<file path="src/rtl/fir_feed_pkg.sv">
// Shared definitions for the FIR sample feeder.
// Holds the frame-sequencer state encoding (also decoded by the APB register
// block for status readback), the counter width and the flush-length helper.
package fir_feed_pkg;

  localparam int FEED_CW = 16;

  typedef enum logic [2:0] {
    IDLE  = 3'd0,
    CLEAR = 3'd1,
    FEED  = 3'd2,
    FLUSH = 3'd3,
    DONE  = 3'd4
  } feed_state_t;

  // Number of zero samples needed to drain the delay line: tap count is
  // clamped to [1, max_taps], and the flush length is one less than that.
  function automatic logic [FEED_CW-1:0] flush_count(
    input logic [3:0]         ntaps,
    input logic [FEED_CW-1:0] max_taps
  );
    logic [FEED_CW-1:0] taps;
    taps = {{(FEED_CW-4){1'b0}}, ntaps};
    if (taps > max_taps) begin
      taps = max_taps;
    end else if (taps == {FEED_CW{1'b0}}) begin
      taps = {{(FEED_CW-1){1'b0}}, 1'b1};
    end else begin
      taps = taps;
    end
    return taps - {{(FEED_CW-1){1'b0}}, 1'b1};
  endfunction

endpackage

</file>
<file path="src/rtl/fir_sample_feeder_if.sv">
// Input sample stream (valid/ready) between the front-end and the feeder.
//   i_s_valid : sample valid (front-end -> feeder)
//   i_s_data  : sample value (front-end -> feeder)
//   o_s_ready : feeder can accept a sample (feeder -> front-end)
interface fir_sample_feeder_if #(
  parameter int IW = 12
);
  logic          i_s_valid;
  logic [IW-1:0] i_s_data;
  logic          o_s_ready;

  modport master (output i_s_valid, output i_s_data, input o_s_ready);
  modport slave  (input i_s_valid, input i_s_data, output o_s_ready);
endinterface

</file>
<file path="src/rtl/fir_feed_fifo.sv">
// Synchronous FIFO buffering input samples for the feeder.
//   clk_i/rst_ni : clock, async active-low reset
//   flush_i      : empty the FIFO; overrides push and pop in the same cycle
//   push_i/data_i: write request and data (refused while full)
//   pop_i/data_o : read request; data_o shows the head word combinationally
//   full_o/empty_o/level_o : registered status
module fir_feed_fifo #(
  parameter int W     = 12,
  parameter int DEPTH = 16
) (
  input  logic                   clk_i,
  input  logic                   rst_ni,
  input  logic                   flush_i,
  input  logic                   push_i,
  input  logic [W-1:0]           data_i,
  input  logic                   pop_i,
  output logic [W-1:0]           data_o,
  output logic                   full_o,
  output logic                   empty_o,
  output logic [$clog2(DEPTH):0] level_o
);
  localparam int AW = $clog2(DEPTH);
  localparam int LW = AW + 1;
  localparam logic [LW-1:0] LVL_ONE  = LW'(1);
  localparam logic [LW-1:0] LVL_FULL = LW'(DEPTH);
  localparam logic [AW-1:0] PTR_ONE  = AW'(1);

  logic [W-1:0]  mem_q [DEPTH];
  logic [AW-1:0] wr_ptr_q;
  logic [AW-1:0] rd_ptr_q;
  logic [LW-1:0] level_q;
  logic [LW-1:0] level_d;
  logic          full_q;
  logic          push_s;
  logic          pop_s;
  logic          empty_s;

  // Full is registered, so a pop in the full cycle does not free a slot for a push.
  assign empty_s = (level_q == {LW{1'b0}});
  assign push_s  = push_i && !full_q && !flush_i;
  assign pop_s   = pop_i && !empty_s && !flush_i;

  assign data_o  = mem_q[rd_ptr_q];
  assign full_o  = full_q;
  assign empty_o = empty_s;
  assign level_o = level_q;

  // Occupancy next-state from the accepted push/pop pair.
  always_comb begin
    level_d = level_q;
    if (push_s && !pop_s) begin
      level_d = level_q + LVL_ONE;
    end else if (pop_s && !push_s) begin
      level_d = level_q - LVL_ONE;
    end else begin
      level_d = level_q;
    end
  end

  // Pointer, occupancy and full-flag registers.
  always_ff @(posedge clk_i or negedge rst_ni) begin
    if (!rst_ni) begin
      wr_ptr_q <= {AW{1'b0}};
      rd_ptr_q <= {AW{1'b0}};
      level_q  <= {LW{1'b0}};
      full_q   <= 1'b0;
    end else if (flush_i) begin
      wr_ptr_q <= {AW{1'b0}};
      rd_ptr_q <= {AW{1'b0}};
      level_q  <= {LW{1'b0}};
      full_q   <= 1'b0;
    end else begin
      if (push_s) wr_ptr_q <= wr_ptr_q + PTR_ONE;
      if (pop_s)  rd_ptr_q <= rd_ptr_q + PTR_ONE;
      level_q <= level_d;
      full_q  <= (level_d == LVL_FULL);
    end
  end

  // Storage array; contents need no reset because level gates every read.
  always_ff @(posedge clk_i) begin
    if (push_s) mem_q[wr_ptr_q] <= data_i;
  end

endmodule

</file>
<file path="src/rtl/fir_sample_feeder.sv">
// Sample-side initiator for the FIR tap chain. Buffers pushed samples and, per
// frame, feeds sig_len data samples then max(ntaps,1)-1 zeros to the filter.
//   i_clk/i_reset_n      : clock, async active-low reset
//   i_start/i_abort      : frame start pulse / abort and FIFO flush
//   i_sig_len/i_ntaps    : frame length and tap count, latched on start
//   s_if (slave)         : input sample stream
//   o_fir_ce/o_fir_sample: filter enable and sample (sample is 0 when ce is 0)
//   o_fir_clr            : one-cycle filter clear (frame start or abort)
//   o_busy/o_done/o_level: frame active, completion pulse, FIFO occupancy
module fir_sample_feeder
  import fir_feed_pkg::*;
#(
  parameter int IW    = 12,
  parameter int NTAPS = 8,
  parameter int DEPTH = 16
) (
  input  logic                   i_clk,
  input  logic                   i_reset_n,
  input  logic                   i_start,
  input  logic                   i_abort,
  input  logic [15:0]            i_sig_len,
  input  logic [3:0]             i_ntaps,
  fir_sample_feeder_if.slave     s_if,
  output logic                   o_fir_ce,
  output logic [IW-1:0]          o_fir_sample,
  output logic                   o_fir_clr,
  output logic                   o_busy,
  output logic                   o_done,
  output logic [$clog2(DEPTH):0] o_level
);
  localparam logic [FEED_CW-1:0] CNT_ONE  = FEED_CW'(1);
  localparam logic [FEED_CW-1:0] MAX_TAPS = FEED_CW'(NTAPS);

  feed_state_t        state_q, state_d;
  logic [FEED_CW-1:0] cnt_q, cnt_d;      // data pops left in FEED, zeros left in FLUSH
  logic [FEED_CW-1:0] flush_q, flush_d;  // flush length latched at start
  logic               ce_d, clr_d, done_d;
  logic [IW-1:0]      sample_d;
  logic               pop_s;
  logic               fifo_full_s;
  logic               fifo_empty_s;
  logic [IW-1:0]      fifo_data_s;

  fir_feed_fifo #(.W(IW), .DEPTH(DEPTH)) u_fifo (
    .clk_i   (i_clk),
    .rst_ni  (i_reset_n),
    .flush_i (i_abort),
    .push_i  (s_if.i_s_valid),
    .data_i  (s_if.i_s_data),
    .pop_i   (pop_s),
    .data_o  (fifo_data_s),
    .full_o  (fifo_full_s),
    .empty_o (fifo_empty_s),
    .level_o (o_level)
  );

  assign s_if.o_s_ready = !fifo_full_s;

  // Frame sequencer next-state and registered-output next values.
  always_comb begin
    state_d  = state_q;
    cnt_d    = cnt_q;
    flush_d  = flush_q;
    pop_s    = 1'b0;
    ce_d     = 1'b0;
    sample_d = {IW{1'b0}};
    clr_d    = 1'b0;
    done_d   = 1'b0;
    if (i_abort) begin
      // Abort wins over start; only an active frame needs the filter cleared.
      state_d = IDLE;
      cnt_d   = {FEED_CW{1'b0}};
      clr_d   = (state_q != IDLE);
    end else begin
      case (state_q)
        IDLE: begin
          if (i_start) begin
            state_d = CLEAR;
            cnt_d   = i_sig_len;
            flush_d = flush_count(i_ntaps, MAX_TAPS);
            clr_d   = 1'b1;
          end else begin
            state_d = IDLE;
          end
        end
        CLEAR: begin
          if (cnt_q != {FEED_CW{1'b0}}) begin
            state_d = FEED;
          end else if (flush_q != {FEED_CW{1'b0}}) begin
            state_d = FLUSH;
            cnt_d   = flush_q;
          end else begin
            state_d = DONE;
          end
        end
        FEED: begin
          if (!fifo_empty_s) begin
            pop_s    = 1'b1;
            ce_d     = 1'b1;
            sample_d = fifo_data_s;
            cnt_d    = cnt_q - CNT_ONE;
            if (cnt_q == CNT_ONE) begin
              // Last data word: go straight into the zero flush with no bubble.
              if (flush_q != {FEED_CW{1'b0}}) begin
                state_d = FLUSH;
                cnt_d   = flush_q;
              end else begin
                state_d = DONE;
              end
            end else begin
              state_d = FEED;
            end
          end else begin
            state_d = FEED;
          end
        end
        FLUSH: begin
          ce_d  = 1'b1;
          cnt_d = cnt_q - CNT_ONE;
          if (cnt_q == CNT_ONE) begin
            state_d = DONE;
          end else begin
            state_d = FLUSH;
          end
        end
        DONE: begin
          state_d = IDLE;
          done_d  = 1'b1;
        end
        default: begin
          state_d = IDLE;
        end
      endcase
    end
  end

  // State, counters and all filter-facing outputs are registered.
  always_ff @(posedge i_clk or negedge i_reset_n) begin
    if (!i_reset_n) begin
      state_q      <= IDLE;
      cnt_q        <= {FEED_CW{1'b0}};
      flush_q      <= {FEED_CW{1'b0}};
      o_fir_ce     <= 1'b0;
      o_fir_sample <= {IW{1'b0}};
      o_fir_clr    <= 1'b0;
      o_busy       <= 1'b0;
      o_done       <= 1'b0;
    end else begin
      state_q      <= state_d;
      cnt_q        <= cnt_d;
      flush_q      <= flush_d;
      o_fir_ce     <= ce_d;
      o_fir_sample <= sample_d;
      o_fir_clr    <= clr_d;
      o_busy       <= (state_d != IDLE);
      o_done       <= done_d;
    end
  end

endmodule

</file>
<file path="src/flat_wrapper.sv">
// flat-port wrapper written by rule: the top's interface ports become plain ports
module fir_sample_feeder_flat import fir_feed_pkg::*;
#(
  parameter int IW    = 12,
  parameter int NTAPS = 8,
  parameter int DEPTH = 16
)
  (i_clk, i_reset_n, i_start, i_abort, i_sig_len, i_ntaps, o_fir_ce, o_fir_sample, o_fir_clr, o_busy, o_done, o_level, s_if_i_s_valid, s_if_i_s_data, s_if_o_s_ready);
  fir_sample_feeder_if #(.IW(IW)) s_if_i ();
  input  logic i_clk;
  input  logic i_reset_n;
  input  logic i_start;
  input  logic i_abort;
  input  logic [15:0] i_sig_len;
  input  logic [3:0] i_ntaps;
  output logic o_fir_ce;
  output logic [IW-1:0] o_fir_sample;
  output logic o_fir_clr;
  output logic o_busy;
  output logic o_done;
  output logic [$clog2(DEPTH):0] o_level;
  input wire logic [$bits(s_if_i.i_s_valid)-1:0] s_if_i_s_valid;
  input wire logic [$bits(s_if_i.i_s_data)-1:0] s_if_i_s_data;
  output wire logic [$bits(s_if_i.o_s_ready)-1:0] s_if_o_s_ready;
  assign s_if_i.i_s_valid = s_if_i_s_valid;
  assign s_if_i.i_s_data = s_if_i_s_data;
  assign s_if_o_s_ready = s_if_i.o_s_ready;
  fir_sample_feeder #(.IW(IW), .NTAPS(NTAPS), .DEPTH(DEPTH)) u_core (.i_clk(i_clk), .i_reset_n(i_reset_n), .i_start(i_start), .i_abort(i_abort), .i_sig_len(i_sig_len), .i_ntaps(i_ntaps), .s_if(s_if_i), .o_fir_ce(o_fir_ce), .o_fir_sample(o_fir_sample), .o_fir_clr(o_fir_clr), .o_busy(o_busy), .o_done(o_done), .o_level(o_level));
endmodule
</file>
<file path="config.mk">
export PLATFORM = sky130hd
export DESIGN_NAME = fir_sample_feeder_flat
export DESIGN_NICKNAME = d
export VERILOG_FILES = /design/src/rtl/fir_feed_pkg.sv /design/src/rtl/fir_sample_feeder_if.sv /design/src/rtl/fir_feed_fifo.sv /design/src/rtl/fir_sample_feeder.sv /design/src/flat_wrapper.sv
export SDC_FILE = /design/constraint.sdc
export NUM_CORES = 1
export LEC_CHECK = 0
export CORE_ASPECT_RATIO = 0.8
export CORE_MARGIN = 3
export CORE_UTILIZATION = 48
export CTS_BUF_LIST = sky130_fd_sc_hd__clkbuf_8
export DETAILED_ROUTE_END_ITERATION = 7
export HOLD_SLACK_MARGIN = 0.1
export PLACE_DENSITY = 0.63
export SLEW_MARGIN = 25
export SYNTH_ARGS = -nofsm -noshare
export SYNTH_HDL_FRONTEND = slang
export SYNTH_SLANG_ARGS = --single-unit
</file>
<file path="constraint.sdc">
create_clock -name i_clk -period 3.4 [get_ports i_clk]
set_clock_uncertainty 0.1 [all_clocks]
set_input_delay 0.51 -clock i_clk [delete_from_list [all_inputs] [get_ports i_clk]]
set_output_delay 0.51 -clock i_clk [all_outputs]
set_load 0.01 [all_outputs]
</file>
==> results_dict.tcl <==
set metrics [dict create \
    status "finished clean" \
    fp.dieArea_sq_um 24100 \
    grt_pass1_wl_mm 38.0 \
    drt-initial-drc-count 537 \
    finalWirelength_mm 24.7 \
    clock-sinks 248 \
    netlist_instances 680 \
    final_util_pct 57.0 \
    syn_area_per_cell_sq_um 15.7 \
    ir_drop_v 0.000288 \
    clock_tree.buffer_depth 3 \
    post_cts_resized 0 \
    yosysUniqueCellTypes 66 \
    cts_buffers 39 \
    rows 48 \
    required_ns 3.75 \
    seq_area_frac_synth_pct 67.0 \
    via_per_inst 5.79 \
    critPathLaunchType "register" \
    fp.coreArea_sq_um 21700 \
    cts.clk_slew.worst_paths_ns 0.07 \
    clock-root-buffer "clkbuf_8" \
    synthXorXnorAreaFrac_pct 1.96 \
    synth_top_cell_area_share_pct 53.9 \
    p_leak_nw 4.28 \
    worst_setup_path_end_kind "register" \
    final_layout_size_suffix_gt1_share_pct 17.0 \
    portBuffers 58 \
    slew_headroom_pct 36.9 \
    final_hold_viol_count 0 \
    powerDensity_nw_per_um2 648 \
    synth_flop_cell "edfxtp_1" \
    syn_nets 729 \
    hpwl_mm 15.5 \
    gr-total-overflow 0 \
    maxCapViolations 0 \
    antenna_found_initial 1 \
    grt_pass1_vias 6361 \
    die_h_microns 140 \
    layout_min_cycle_time_ns 2.97 \
    finalWeightedCongestion 0.963 \
    insertedDiodeCount 0 \
    ios 59 \
    tightest_slew_ns 0.947 \
    yosysWarnings 0 \
    critical_path_arrival_ns 3.32 \
    ys_seq_elements 248 \
    clock_latency_ns 0.53 \
    final.period_utilization_pct 87.3 \
    async_reset_ff_share_pct 22.6 \
    synth_compound_area_share_pct 6.75 \
    cts-hold-fix-buffers 1 \
    fmax_ghz 0.337 \
    rsz0062_at_grt "no" \
    synthAdderAreaFrac_pct 1.40 \
    fin_setup_tns_ns 0 \
    dr.pass1.iters 5 \
    cts_max_level 2 \
    syn_to_final_growth_pct 15.8 \
    ant_nets 0 \
    cts_setup_buffers 0 \
    yosysTopAreaCell "edfxtp_1" \
    die_w_microns 173 \
    drc_errors 0 \
    layout_setup_ws_ns 0.432 \
    synth_area_leaders "edfxtp_1, dfrtp_1, mux4_2" \
    slew_violations 0 \
    layout.nets 812 \
    synth_mux_area_share_pct 12.4 \
    dp_cells 1021 \
    hold_class "input port to asynchronous set/reset pin" \
    synthSimpleGateAreaFrac_pct 8.12 \
    syn_area_sq_um 10700 \
    worstSetupPathType "register to register" \
    setup_violations 0 \
    start_util_pct 49.2 \
    vias 6324 \
    place_worst_setup_slack_ns 0.511 \
    crit_path_max_fanout 16 \
    cts_tree "done" \
    synth_top_family_by_area "multiplexers" \
    grt.total_usage_pct 20.4 \
    layout.cells.non_filler 1093 \
    grt_max_degree 33 \
    synth_edf_count 192 \
    wl_per_cell_microns 22.6 \
]
==> placed cells by master (no fill, tap or decap), drive strengths merged, types with 4 or more instances in the layout <==
| cell type | count |
|---|---|
| a22o | 11 |
| a21oi | 23 |
| nand4 | 4 |
| xor2 | 11 |
| buf | 24 |
| nor4 | 10 |
| clkbuf | 41 |
| clkdlybuf4s50 | 57 |
| o21ai | 22 |
| mux2i | 27 |
| a221oi | 5 |
| o22ai | 4 |
| inv | 26 |
| nand3 | 15 |
| a22oi | 6 |
| dfrtp | 56 |
| xnor2 | 13 |
| nand2 | 35 |
| o21a | 5 |
| mux2 | 4 |
| and2 | 15 |
| ha | 12 |
| nor2 | 35 |
| mux4 | 45 |
| nor2b | 12 |
| edfxtp | 192 |
| clkinv | 16 |
| nor3 | 15 |
| or4 | 5 |
==> routing by layer <==
metal / vias up / track usage (%) / routed length [microns]
met5: - / 0 / 18
met2: 206 / 29.0 / 10800
met3: 44 / 4.09 / 1650
met4: 2 / 5.37 / 473
li1: 2828 / - / -
met1: 3244 / 32.4 / 11800
==> cell type report <==
cell class              count  area (sq um)
clock buffers              41           564
clock inverters            30           155
fillers                  1798          9350
inverters                  14          52.6
multi-input cells         378          3290
flip-flops and latches    248          7170
well taps                 300           375
repair buffers             82           783
==> Yosys cell counts (2+ instances only) <==
master and n:
edfxtp_1 192, dfrtp_1 56, mux4_2 45, nand2_1 35, nor2_1 32, mux2i_1 27, a21oi_1 23, clkbuf_1 21
o21ai_0 19, and2_1 15, nand3_1 15, nor3_1 14, xnor2_1 13, ha_1 12, inv_1 12, nor2b_1 12
a22o_1 11, xor2_1 11, buf_2 9, nor4_1 9, a22oi_1 6, a221oi_1 5, buf_6 5, o21a_1 5
buf_1 4, mux2_2 4, nand4_1 4, o22ai_1 4, or4_1 4, a211oi_1 3, a31oi_1 3, a32o_1 3
o21ai_1 3, o2bb2ai_1 3, and3_1 2, clkinv_1 2, nand2b_1 2, nor2_4 2, nor3b_1 2, nor4b_1 2
o22a_1 2, or2_1 2, or3_1 2
==> cell families (layout without fill, tap and decap cells) <==
logic type | Yosys count | in the layout
flip-flops | 248 | 248
AND/OR/NAND/NOR | 162 | 162
AO/OA/AOI/OAI | 104 | 104
multiplexers | 76 | 76
buffers and inverters | 54 | 167
XOR/XNOR | 24 | 24
adder cells (fa/ha/maj) | 12 | 12
==> critical path, cell delays in order (launching register included) <==
cell,delay (ns)
dfrtp_1,0.46
inv_1,0.16
ha_1,0.17
nor4b_1,0.66
a31oi_1,0.27
o211ai_4,0.19
nor2_4,0.04
nor2_2,0.58
a22o_1,0.25
==> flip-flops by register name (all words and copies together), names as in the netlist <==
signal / flops
u_core.o_fir_sample: 12
u_core.u_fifo.wr_ptr_q: 4
u_core.state_q: 3
u_core.cnt_q: 16
u_core.o_fir_clr: 1
u_core.o_done: 1
u_core.u_fifo.level_o: 5
u_core.o_busy: 1
u_core.flush_q: 7
u_core.o_fir_ce: 1
u_core.u_fifo.full_o: 1
u_core.u_fifo.rd_ptr_q: 4
u_core.u_fifo.mem_q: 192
==> per-stage QoR <==
step / hold slack, ns / power, mW / cell area (sq um)
6_report: 0.357 / 8.02 / 12400
4_1_cts: 0.355 / 8.09 / 12400
3_5_place_dp: 0.395 / 5.71 / 11700
3_3_place_gp: 0.385 / 5.70 / 11700
5_1_grt: 0.399 / 8.46 / 12400
2_1_floorplan: 0.114 / 5.20 / 10700
==> power by group <==
group | switching [mW] | internal (mW)
logic | 1.01 | 0.901
clock network | 1.15 | 1.20
registers | 0.319 | 3.45
==> final timing paths <==
path / start / end / slack, ns / cells past startpoint
worst max-delay path: u_core.u_fifo.level_o[0] / u_core.cnt_q[0] / 0.43 / 8
worst min-delay path: i_reset_n / u_core.u_fifo.level_o[4] / 0.36 / 2
worst max register to register: u_core.u_fifo.level_o[0] / u_core.cnt_q[0] / 0.43 / 8
worst min register to register: u_core.cnt_q[1] / u_core.cnt_q[1] / 0.44 / 1
max in group asynchronous: i_reset_n / u_core.cnt_q[14] / 2.12 / 3
min in group i_clk: u_core.cnt_q[1] / u_core.cnt_q[1] / 0.44 / 1
Note: power is estimated with default switching activity, not from simulation.
